### config.mk
export PLATFORM = sky130hd
export DESIGN_NAME = memory_access
export DESIGN_NICKNAME = d
export VERILOG_FILES = /design/src/rtl/mem_pkg.sv /design/src/rtl/load_store_align.sv /design/src/rtl/memory_access.sv
export SDC_FILE = /design/constraint.sdc
export NUM_CORES = 1
export LEC_CHECK = 0
export CAP_MARGIN = 20
export CELL_PAD_IN_SITES_DETAIL_PLACEMENT = 2
export CELL_PAD_IN_SITES_GLOBAL_PLACEMENT = 2
export CORE_ASPECT_RATIO = 0.8
export CORE_MARGIN = 8
export CORE_UTILIZATION = 19
export DETAILED_ROUTE_END_ITERATION = 10
export GPL_ROUTABILITY_DRIVEN = 0
export MAX_ROUTING_LAYER = met4
export PLACE_DENSITY_LB_ADDON = 0.12
export RECOVER_POWER = 100
export REMOVE_ABC_BUFFERS = 1
export SYNTH_ARGS = -nofsm -noshare
export SYNTH_HDL_FRONTEND = slang
export SYNTH_SLANG_ARGS = --single-unit
### constraint.sdc
create_clock -name clk_i -period 3.16 [get_ports clk_i]
set_input_delay 0.632 -clock clk_i [delete_from_list [all_inputs] [get_ports clk_i]]
set_output_delay 0.632 -clock clk_i [all_outputs]
set_load 0.005 [all_outputs]
### src/rtl/mem_pkg.sv
// Shared encodings for the MEM pipeline stage: writeback select, funct3 sizes,
// FSM states and the MEM/WB register payload.
package mem_pkg;

    localparam int unsigned XLEN  = 32;
    localparam int unsigned CNT_W = 8;

    localparam logic [1:0] WB_ALU = 2'b00;
    localparam logic [1:0] WB_MEM = 2'b01;
    localparam logic [1:0] WB_PC4 = 2'b10;

    localparam logic [2:0] F3_B  = 3'b000;
    localparam logic [2:0] F3_H  = 3'b001;
    localparam logic [2:0] F3_W  = 3'b010;
    localparam logic [2:0] F3_BU = 3'b100;
    localparam logic [2:0] F3_HU = 3'b101;

    // funct3[1:0] access-size field
    localparam logic [1:0] SZ_B = 2'b00;
    localparam logic [1:0] SZ_H = 2'b01;

    typedef enum logic {
        ST_IDLE = 1'b0,
        ST_WAIT = 1'b1
    } state_e;

    typedef struct packed {
        logic [XLEN-1:0] value;
        logic [4:0]      rd;
        logic            we;
    } mem_wb_t;

endpackage

### src/rtl/load_store_align.sv
// Byte-lane logic: store enables and replication, load extraction, alignment check.
module load_store_align
    import mem_pkg::*;
(
    input  logic [2:0]      funct3,
    input  logic [1:0]      addr_lo,
    input  logic [XLEN-1:0] store_data,
    input  logic [XLEN-1:0] rdata,
    output logic [3:0]      be,
    output logic [XLEN-1:0] wdata,
    output logic [XLEN-1:0] load_value,
    output logic            misaligned
);

    logic [7:0]  lane_b;
    logic [15:0] lane_h;
    logic        sign_ext;

    assign lane_b   = rdata[{addr_lo, 3'b000} +: 8];
    assign lane_h   = rdata[{addr_lo[1], 4'b0000} +: 16];
    assign sign_ext = ~funct3[2];

    // Anything that is not byte or half is handled as a full word.
    always_comb begin
        be         = 4'b1111;
        wdata      = store_data;
        load_value = rdata;
        misaligned = 1'b0;
        case (funct3[1:0])
            SZ_B: begin
                be         = 4'b0001 << addr_lo;
                wdata      = {4{store_data[7:0]}};
                load_value = {{24{sign_ext & lane_b[7]}}, lane_b};
            end
            SZ_H: begin
                be         = 4'b0011 << {addr_lo[1], 1'b0};
                wdata      = {2{store_data[15:0]}};
                load_value = {{16{sign_ext & lane_h[15]}}, lane_h};
                misaligned = addr_lo[0];
            end
            default: begin
                misaligned = |addr_lo;
            end
        endcase
    end

endmodule

### src/rtl/memory_access.sv
// MEM stage: single-outstanding data bus access with timeout, forwarding value
// and the MEM/WB pipeline register.
module memory_access
    import mem_pkg::*;
#(
    parameter int unsigned TIMEOUT_CYCLES = 16,
    parameter int unsigned DATA_WIDTH     = 32
) (
    input  logic                  clk_i,
    input  logic                  rst_i,
    input  logic [DATA_WIDTH-1:0] alu_result_mem_i,
    input  logic [DATA_WIDTH-1:0] latest_rs2_value_mem_i,
    input  logic                  load_store_forward_sel_mem_i,
    input  logic                  reg_write_en_mem_i,
    input  logic                  is_load_instr_mem_i,
    input  logic                  is_store_instr_mem_i,
    input  logic [4:0]            rd_label_mem_i,
    input  logic [1:0]            wb_sel_mem_i,
    input  logic [DATA_WIDTH-1:0] pc_mem_i,
    input  logic [2:0]            funct3_mem_i,
    output logic [DATA_WIDTH-1:0] rd_value_mem_o,
    output logic                  stall_mem_o,
    output logic                  dmem_req_o,
    output logic                  dmem_we_o,
    output logic [DATA_WIDTH-1:0] dmem_addr_o,
    output logic [DATA_WIDTH-1:0] dmem_wdata_o,
    output logic [3:0]            dmem_be_o,
    input  logic                  dmem_ack_i,
    input  logic [DATA_WIDTH-1:0] dmem_rdata_i,
    output logic [DATA_WIDTH-1:0] rd_value_wb_o,
    output logic [4:0]            rd_label_wb_o,
    output logic                  reg_write_en_wb_o,
    output logic                  misaligned_o,
    output logic                  access_fault_o
);

    state_e                state_q, state_d;
    logic [CNT_W-1:0]      cnt_q, cnt_d;
    mem_wb_t               wb_q;

    logic                  mem_op;
    logic                  req_c, stall_c, abort_c, mis_c, capture_c;
    logic [DATA_WIDTH-1:0] store_data;
    logic [DATA_WIDTH-1:0] load_value;
    logic [DATA_WIDTH-1:0] align_wdata;
    logic [3:0]            align_be;
    logic                  align_mis;

    assign mem_op     = is_load_instr_mem_i | is_store_instr_mem_i;
    assign store_data = load_store_forward_sel_mem_i ? wb_q.value : latest_rs2_value_mem_i;

    assign rd_value_mem_o = (wb_sel_mem_i == WB_PC4) ? pc_mem_i + DATA_WIDTH'(4)
                                                     : alu_result_mem_i;

    load_store_align u_align (
        .funct3     (funct3_mem_i),
        .addr_lo    (alu_result_mem_i[1:0]),
        .store_data (store_data),
        .rdata      (dmem_rdata_i),
        .be         (align_be),
        .wdata      (align_wdata),
        .load_value (load_value),
        .misaligned (align_mis)
    );

    // Next state, bus handshake and stall; reset masks req/stall combinationally.
    always_comb begin
        state_d = state_q;
        cnt_d   = cnt_q;
        req_c   = 1'b0;
        stall_c = 1'b0;
        abort_c = 1'b0;
        mis_c   = 1'b0;
        case (state_q)
            ST_IDLE: begin
                if (mem_op) begin
                    if (align_mis) begin
                        mis_c = 1'b1;
                    end else begin
                        req_c = 1'b1;
                        if (!dmem_ack_i) begin
                            stall_c = 1'b1;
                            state_d = ST_WAIT;
                            cnt_d   = CNT_W'(1);
                        end
                    end
                end
            end
            ST_WAIT: begin
                req_c = 1'b1;
                if (dmem_ack_i) begin
                    state_d = ST_IDLE;
                    cnt_d   = '0;
                end else if (cnt_q == CNT_W'(TIMEOUT_CYCLES)) begin
                    // Final wait cycle: release the pipeline so the faulting op retires.
                    abort_c = 1'b1;
                    state_d = ST_IDLE;
                    cnt_d   = '0;
                end else begin
                    stall_c = 1'b1;
                    cnt_d   = cnt_q + CNT_W'(1);
                end
            end
            default: begin
                state_d = ST_IDLE;
                cnt_d   = '0;
            end
        endcase
        if (rst_i) begin
            req_c   = 1'b0;
            stall_c = 1'b0;
        end
    end

    assign capture_c = ~stall_c & ~abort_c & ~mis_c;

    assign dmem_req_o   = req_c;
    assign stall_mem_o  = stall_c;
    assign dmem_we_o    = req_c & is_store_instr_mem_i;
    assign dmem_addr_o  = {alu_result_mem_i[DATA_WIDTH-1:2], 2'b00};
    assign dmem_be_o    = is_store_instr_mem_i ? align_be : 4'b1111;
    assign dmem_wdata_o = align_wdata;

    // State, timeout counter, MEM/WB register and event pulses.
    always_ff @(posedge clk_i) begin
        if (rst_i) begin
            state_q        <= ST_IDLE;
            cnt_q          <= '0;
            wb_q           <= '0;
            misaligned_o   <= 1'b0;
            access_fault_o <= 1'b0;
        end else begin
            state_q        <= state_d;
            cnt_q          <= cnt_d;
            misaligned_o   <= mis_c;
            access_fault_o <= abort_c;
            if (capture_c) begin
                wb_q.value <= (wb_sel_mem_i == WB_MEM) ? load_value : rd_value_mem_o;
                wb_q.rd    <= rd_label_mem_i;
                wb_q.we    <= reg_write_en_mem_i;
            end else begin
                wb_q.rd    <= '0;
                wb_q.we    <= 1'b0;
            end
        end
    end

    assign rd_value_wb_o     = wb_q.value;
    assign rd_label_wb_o     = wb_q.rd;
    assign reg_write_en_wb_o = wb_q.we;

endmodule

## Yosys cells after proc, flatten, opt, wreduce, memory -nomap -nowiden

Index checks and enable logic that the tools add are counted.

| operators by class | value |
|---|---|
| add/subtract/negate cells | 2 |
| shift-type cells | 4 |
| equality and inequality tests | 7 |
| bitwise gates (word level) | 12 |
| reduce and logical (&&, ||, !) cells | 4 |
| muxes and demuxes | 31 |

Operator list:

| kind | number |
|---|---|
| 32-bit case mux with 2 select lines | 2 |
| 32-bit two-way mux | 3 |
| 8-bit two-way mux | 5 |
| 32-bit by 3-bit adder with 32-bit output (second input constant) | 1 |
| 32-bit by 6-bit indexed part select with 16-bit output | 1 |
| 32-bit by 6-bit indexed part select with 8-bit output | 1 |
| 8-bit case mux with 2 select lines | 1 |
| 1-bit two-way mux | 15 |
| 8-bit by 1-bit adder with 8-bit output (second input constant) | 1 |
| 8-bit by 5-bit equality test with 1-bit output (second input constant) | 1 |
| 4-bit case mux with 2 select lines | 1 |
| 2-bit inequality test (second input constant) | 3 |
| 1-bit inverter | 6 |
| 1-bit case mux with 2 select lines | 3 |
| 1-bit AND | 5 |
| 2-bit by 1-bit equality test with 1-bit output (second input constant) | 2 |
| 4-bit two-way mux | 1 |
| 2-bit OR reduction | 2 |
| 1-bit by 2-bit left shift with 4-bit output (first input constant) | 1 |
| 2-bit by 2-bit left shift with 4-bit output (first input constant) | 1 |
| 3-bit AND reduction | 1 |
| 2-bit equality test (second input constant) | 1 |
| 2-bit logical NOT | 1 |
| 1-bit bitwise OR | 1 |

| word-level totals | value |
|---|---|
| register bits | 49 |
| word-level logic and storage cells | 67 |
| output and inout bits | 143 |

## Depth between registers and ports, before layout

| depth | value |
|---|---|
| word-level depth | 11 |
| mapped depth | 8 |
| gate-level depth less buffers | 7 |

## Modules after synthesis

From an unflattened synthesis, not the netlist that was laid out.

| unflattened totals | value |
|---|---|
| cell total of the unflattened synthesis | 734 |
| area total of the unflattened synthesis | 5348.9 µm² |

By module, submodules not included:

| module | area each (µm²) | cells each | times used | sequential area each (µm²) |
|---|---|---|---|---|
| memory_access | 4113.9 | 545 | 1 | 980.9 |
| load_store_align | 1234.9 | 189 | 1 | 0.0 |

## Least setup slack after synthesis

No wires, ideal clock.

| path | value |
|---|---|
| path type | input to output |
| start point | input port pc_mem_i[8] |
| end point | output port rd_value_mem_o[31] |
| buffers on the path | 2 |
| cell stages on the path | 7 |
| arrival time | 2.148 ns |
| required time | 2.528 ns |
| setup slack | 0.380 ns |
| cell sequence | buf_2 nand4_1 or4_1 clkbuf_1 o311a_1 a21oi_1 nand2_1 |

| on the way | value |
|---|---|
| word-level cells in the longest chain between the ends | 2 |

Ends and longest elaborated chain:

| item | line | source |
|---|---|---|
| start: declaration | memory_access.sv:19 | `input logic [DATA_WIDTH-1:0] pc_mem_i,` |
| 32-bit by 3-bit adder with 32-bit output | memory_access.sv:52 | `assign rd_value_mem_o = (wb_sel_mem_i == WB_PC4) ? pc_mem_i + DATA_WIDTH'(4)` |
| 32-bit two-way mux | memory_access.sv:52 |  |
| end: declaration | memory_access.sv:21 | `output logic [DATA_WIDTH-1:0] rd_value_mem_o,` |

Every way passes these cells.

## Worst setup path in the final report

| path | value |
|---|---|
| start point | input port pc_mem_i[5] |
| end point | output port rd_value_mem_o[12] |

The elaborated chain is that of the path after synthesis.

==> flow_metrics.env <==
export IMPL_crit_family="buffers and inverters"
export IMPL_cts_buffers=5
export IMPL_area_delta_synth_final_pct=91.9
export IMPL_path_cells="clkdlybuf4s15_1, nand3_2, buf_12, buf_4, buf_4, o31a_1, o21ai_1, nand2_1, clkdlybuf4s50_1"
export IMPL_critPathMaxFanout=8
export IMPL_synth_flop_cell="dfxtp_1"
export IMPL_first_global_vias=8049
export IMPL_ff2ff_setup_slack_ps=730
export IMPL_endpoint_kind="output port"
export IMPL_synthTopCellsByArea="dfxtp_1, mux2i_1, nor2_1"
export IMPL_clock_path_buffers=2
export IMPL_synth_area_mm2=0.00487
export IMPL_first_pass_iters=4
export IMPL_dieArea_mm2=0.0310
export IMPL_synth_edf_count=0
export IMPL_cts_tree="done"
export IMPL_synth_top_area_cell="dfxtp_1"
export IMPL_cp_num_buf_inv=5
export IMPL_drt_initial_drc_count=291
export IMPL_post_dp_cell_area_mm2=0.00886
export IMPL_finish_utilization_pct=37.0
export IMPL_worstHoldEndpoint="rd_value_wb_o[24]$_SDFFE_PP0P_"
export IMPL_relSlewSlack_pct=36.8
export IMPL_hold_depth=2
export IMPL_yosysWarnings=0
export IMPL_drc=0
export IMPL_grt_overflow_total=0
export IMPL_status="finished, final reports clean"
export IMPL_io_pins=288
export IMPL_timing_fmax_ghz=0.321
export IMPL_wl_mm=34.4
export IMPL_total_power_mw=2.60
export IMPL_coreArea_mm2=0.0252
export IMPL_hold_start="rd_value_wb_o[24]$_SDFFE_PP0P_"
export IMPL_worstPathRequired_ps=2530
export IMPL_cts_sinks=49
export IMPL_synth_yosys_seq_area_share_pct=20.1
export IMPL_finalClockSkew_ps=13.2
export IMPL_synth_cell_types=71
export IMPL_whs_ps=482
export IMPL_final_area_mm2=0.00935
export IMPL_max_stage_delay_ps=460
export IMPL_fin_crit_ps=3110
export IMPL_setup_viol_count_final=0
export IMPL_layout_drive_gt1_share_pct=22.0
export IMPL_die_w_um=195
export IMPL_grt_start_max_net_pins=26
export IMPL_criticalPathCategory="input port to output port"
export IMPL_grt_setup_unrepaired="yes"
export IMPL_nets=1213
export IMPL_initial_core_util_pct=19.3
export IMPL_ir_worst_vdd_mv=0.173
export IMPL_cap_violations=0
export IMPL_p_per_area_mw_per_mm2=278
export IMPL_cts_clk_slew_worst_paths_ps=70
export IMPL_synthesis_instances=692
export IMPL_startpoint_type="input port"
export IMPL_slew_violations=0
export IMPL_power_leakage_nw=3.92
export IMPL_groute_usage_overall_pct=22.0
export IMPL_worst_path_most_repeated_cell="buf_4"
export IMPL_reg2reg_depth=8
export IMPL_numPortBuffers=285
export IMPL_synthArstFlopShare_pct=0
export IMPL_clk_latency_ps=300
export IMPL_critical_path_depth=9
export IMPL_avgSynthCellArea_um2=7.04
export IMPL_rr_endpoint="rd_value_wb_o[6]$_SDFFE_PP0P_"
export IMPL_die_y_um=159
export IMPL_root_buffer="clkbuf_16"
export IMPL_detailed_place_hpwl_mm=28.6
export IMPL_hold_violations=0
export IMPL_routedWlPerCell_um=24.7
export IMPL_cpMaxStageDelayCell="clkdlybuf4s50_1"
export IMPL_via_per_inst=5.00
export IMPL_finalNonFillerCells=1393
export IMPL_hold_class="flop to flop"
export IMPL_worstMarginPinSlew_ps=947
export IMPL_grt_pass1_wl_mm=51.5
export IMPL_antenna_found_initial=3
export IMPL_r2r_start="cnt_q[0]$_SDFFE_PP0P_"
export IMPL_rows=52
export IMPL_fin_crit_sh_pct=98.5
export IMPL_ys_seq_elements=49
export IMPL_antenna_left=0
export IMPL_num_vias=6965
export IMPL_worstPathArrival_ps=2480
export IMPL_ctsHoldBuffers=0
export IMPL_dp_cells=1361
export IMPL_yosysTopAreaCellShare_pct=20.1
export IMPL_htreeDepth=2
-- layout by cell type, fill, tap and decap left out, drive strengths merged, types with 9 or more instances in the layout --
| cell | Yosys | final |
|---|---|---|
| a21oi | 65 | 65 |
| a221oi | 11 | 11 |
| a31oi | 10 | 10 |
| and2 | 13 | 13 |
| and3 | 9 | 9 |
| buf | 44 | 155 |
| clkbuf | 38 | 24 |
| clkdlybuf4s15 | 0 | 10 |
| clkdlybuf4s50 | 0 | 152 |
| dfxtp | 49 | 49 |
| dlygate4sd2 | 0 | 20 |
| dlygate4sd3 | 0 | 88 |
| inv | 12 | 12 |
| mux2 | 9 | 9 |
| mux2i | 35 | 35 |
| nand2 | 72 | 72 |
| nand3 | 20 | 20 |
| nand4 | 17 | 17 |
| nor2 | 92 | 92 |
| nor2b | 10 | 10 |
| nor3 | 10 | 10 |
| nor4 | 13 | 13 |
| o21a | 11 | 11 |
| o21ai | 37 | 37 |
| xor2 | 11 | 11 |
-- kinds of logic after synthesis --
family	count (synthesis)	share of synthesized area [%]
adder cells (fa/ha/maj)	3	0.771
AND/OR/NAND/NOR	284	28.6
AO/OA/AOI/OAI	200	28.1
XOR/XNOR	17	3.06
multiplexers	44	9.28
flip-flops	49	20.1
other	1	0.0770
buffers and inverters	94	9.99
-- power by group --
group / switching, mW / total (mW) / internal [mW]
Combinational: 0.589 / 1.24 / 0.650
Clock: 0.267 / 0.636 / 0.369
Sequential: 0.0555 / 0.726 / 0.671
-- metal layers --
metal | global-route usage (%) | vias to the layer above | wire length, µm
li1 | - | 3262 | -
met1 | 27.4 | 3443 | 15800
met2 | 36.1 | 229 | 16200
met3 | 4.50 | 31 | 1980
met4 | 5.23 | 0 | 517
met5 | - | - | 0
-- final cells by class --
| cell class | count | area, µm² |
|---|---|---|
| Tap cell | 324 | 405 |
| Antenna cell | 4 | 10.0 |
| Inverter | 12 | 45.0 |
| Timing Repair Buffer | 447 | 4090 |
| Clock inverter | 2 | 35.0 |
| Fill cell | 2897 | 15900 |
| Multi-Input combinational cell | 550 | 3660 |
| Clock buffer | 5 | 125 |
| Sequential cell | 49 | 981 |
-- timing repair --
| action | CTS | global route |
|---|---|---|
| setup endpoints to repair | 40 | 21 |
| endpoints found under the hold margin | 0 | 0 |
| pin swaps | 18 | 13 |
| setup buffers | 18 | 5 |
| gates resized for setup | 105 | 31 |
| gates cloned | 0 | 0 |
-- worst register-to-register path, cell delays in order, from the launching register on --
cell and delay [ps]:
dfxtp_1 380, inv_1 120, ha_1 160, or4b_1 470, o21ai_0 300, a21o_1 450
clkbuf_1 220, and3_1 190, a31o_1 90
-- sequential cells by signal, summed over array words and instances (netlist names) --
register	count
rd_label_wb_o	5
state_q	1
misaligned_o	1
cnt_q	8
access_fault_o	1
reg_write_en_wb_o	1
rd_value_wb_o	32
-- cells in the mapped netlist (4+ instances only) --
cell	instances
a21oi_1	65
a221o_1	5
a221oi_1	10
a31oi_1	10
a32o_1	8
and2_1	13
and3_1	9
and4_1	5
buf_1	6
buf_2	5
buf_4	32
clkbuf_1	38
dfxtp_1	49
inv_1	11
mux2_2	9
mux2i_1	35
nand2_1	72
nand2b_1	6
nand3_1	19
nand4_1	17
nor2_1	92
nor2b_1	10
nor3_1	8
nor4_1	11
o21a_1	11
o21ai_0	16
o21ai_1	21
o221ai_1	4
o31a_1	5
o41ai_1	8
or3_1	5
xnor2_1	6
xor2_1	11
-- through the flow --
| step | setup WS (ps) | TNS (ps) |
|---|---|---|
| final | 47.1 | 0 |
| after floorplan | 96.7 | 0 |
| after detailed placement | -615 | -12600 |
| after CTS | 4.78 | 0 |
| after global routing | -3.35 | -3.35 |
| after global placement | -574 | -11210 |
-- how the worst max path moves through the flow --
| stage | startpoint | end |
|---|---|---|
| 6_report | pc_mem_i[5] | rd_value_mem_o[12] |
| 5_1_grt | pc_mem_i[5] | rd_value_mem_o[14] |
| 4_1_cts | pc_mem_i[3] | rd_value_mem_o[11] |
| 3_5_place_dp | pc_mem_i[2] | rd_value_mem_o[30] |
| 3_3_place_gp | pc_mem_i[2] | rd_value_mem_o[17] |
| 2_1_floorplan | wb_sel_mem_i[0] | rd_value_mem_o[17] |
(Power assumes the default switching activity.)
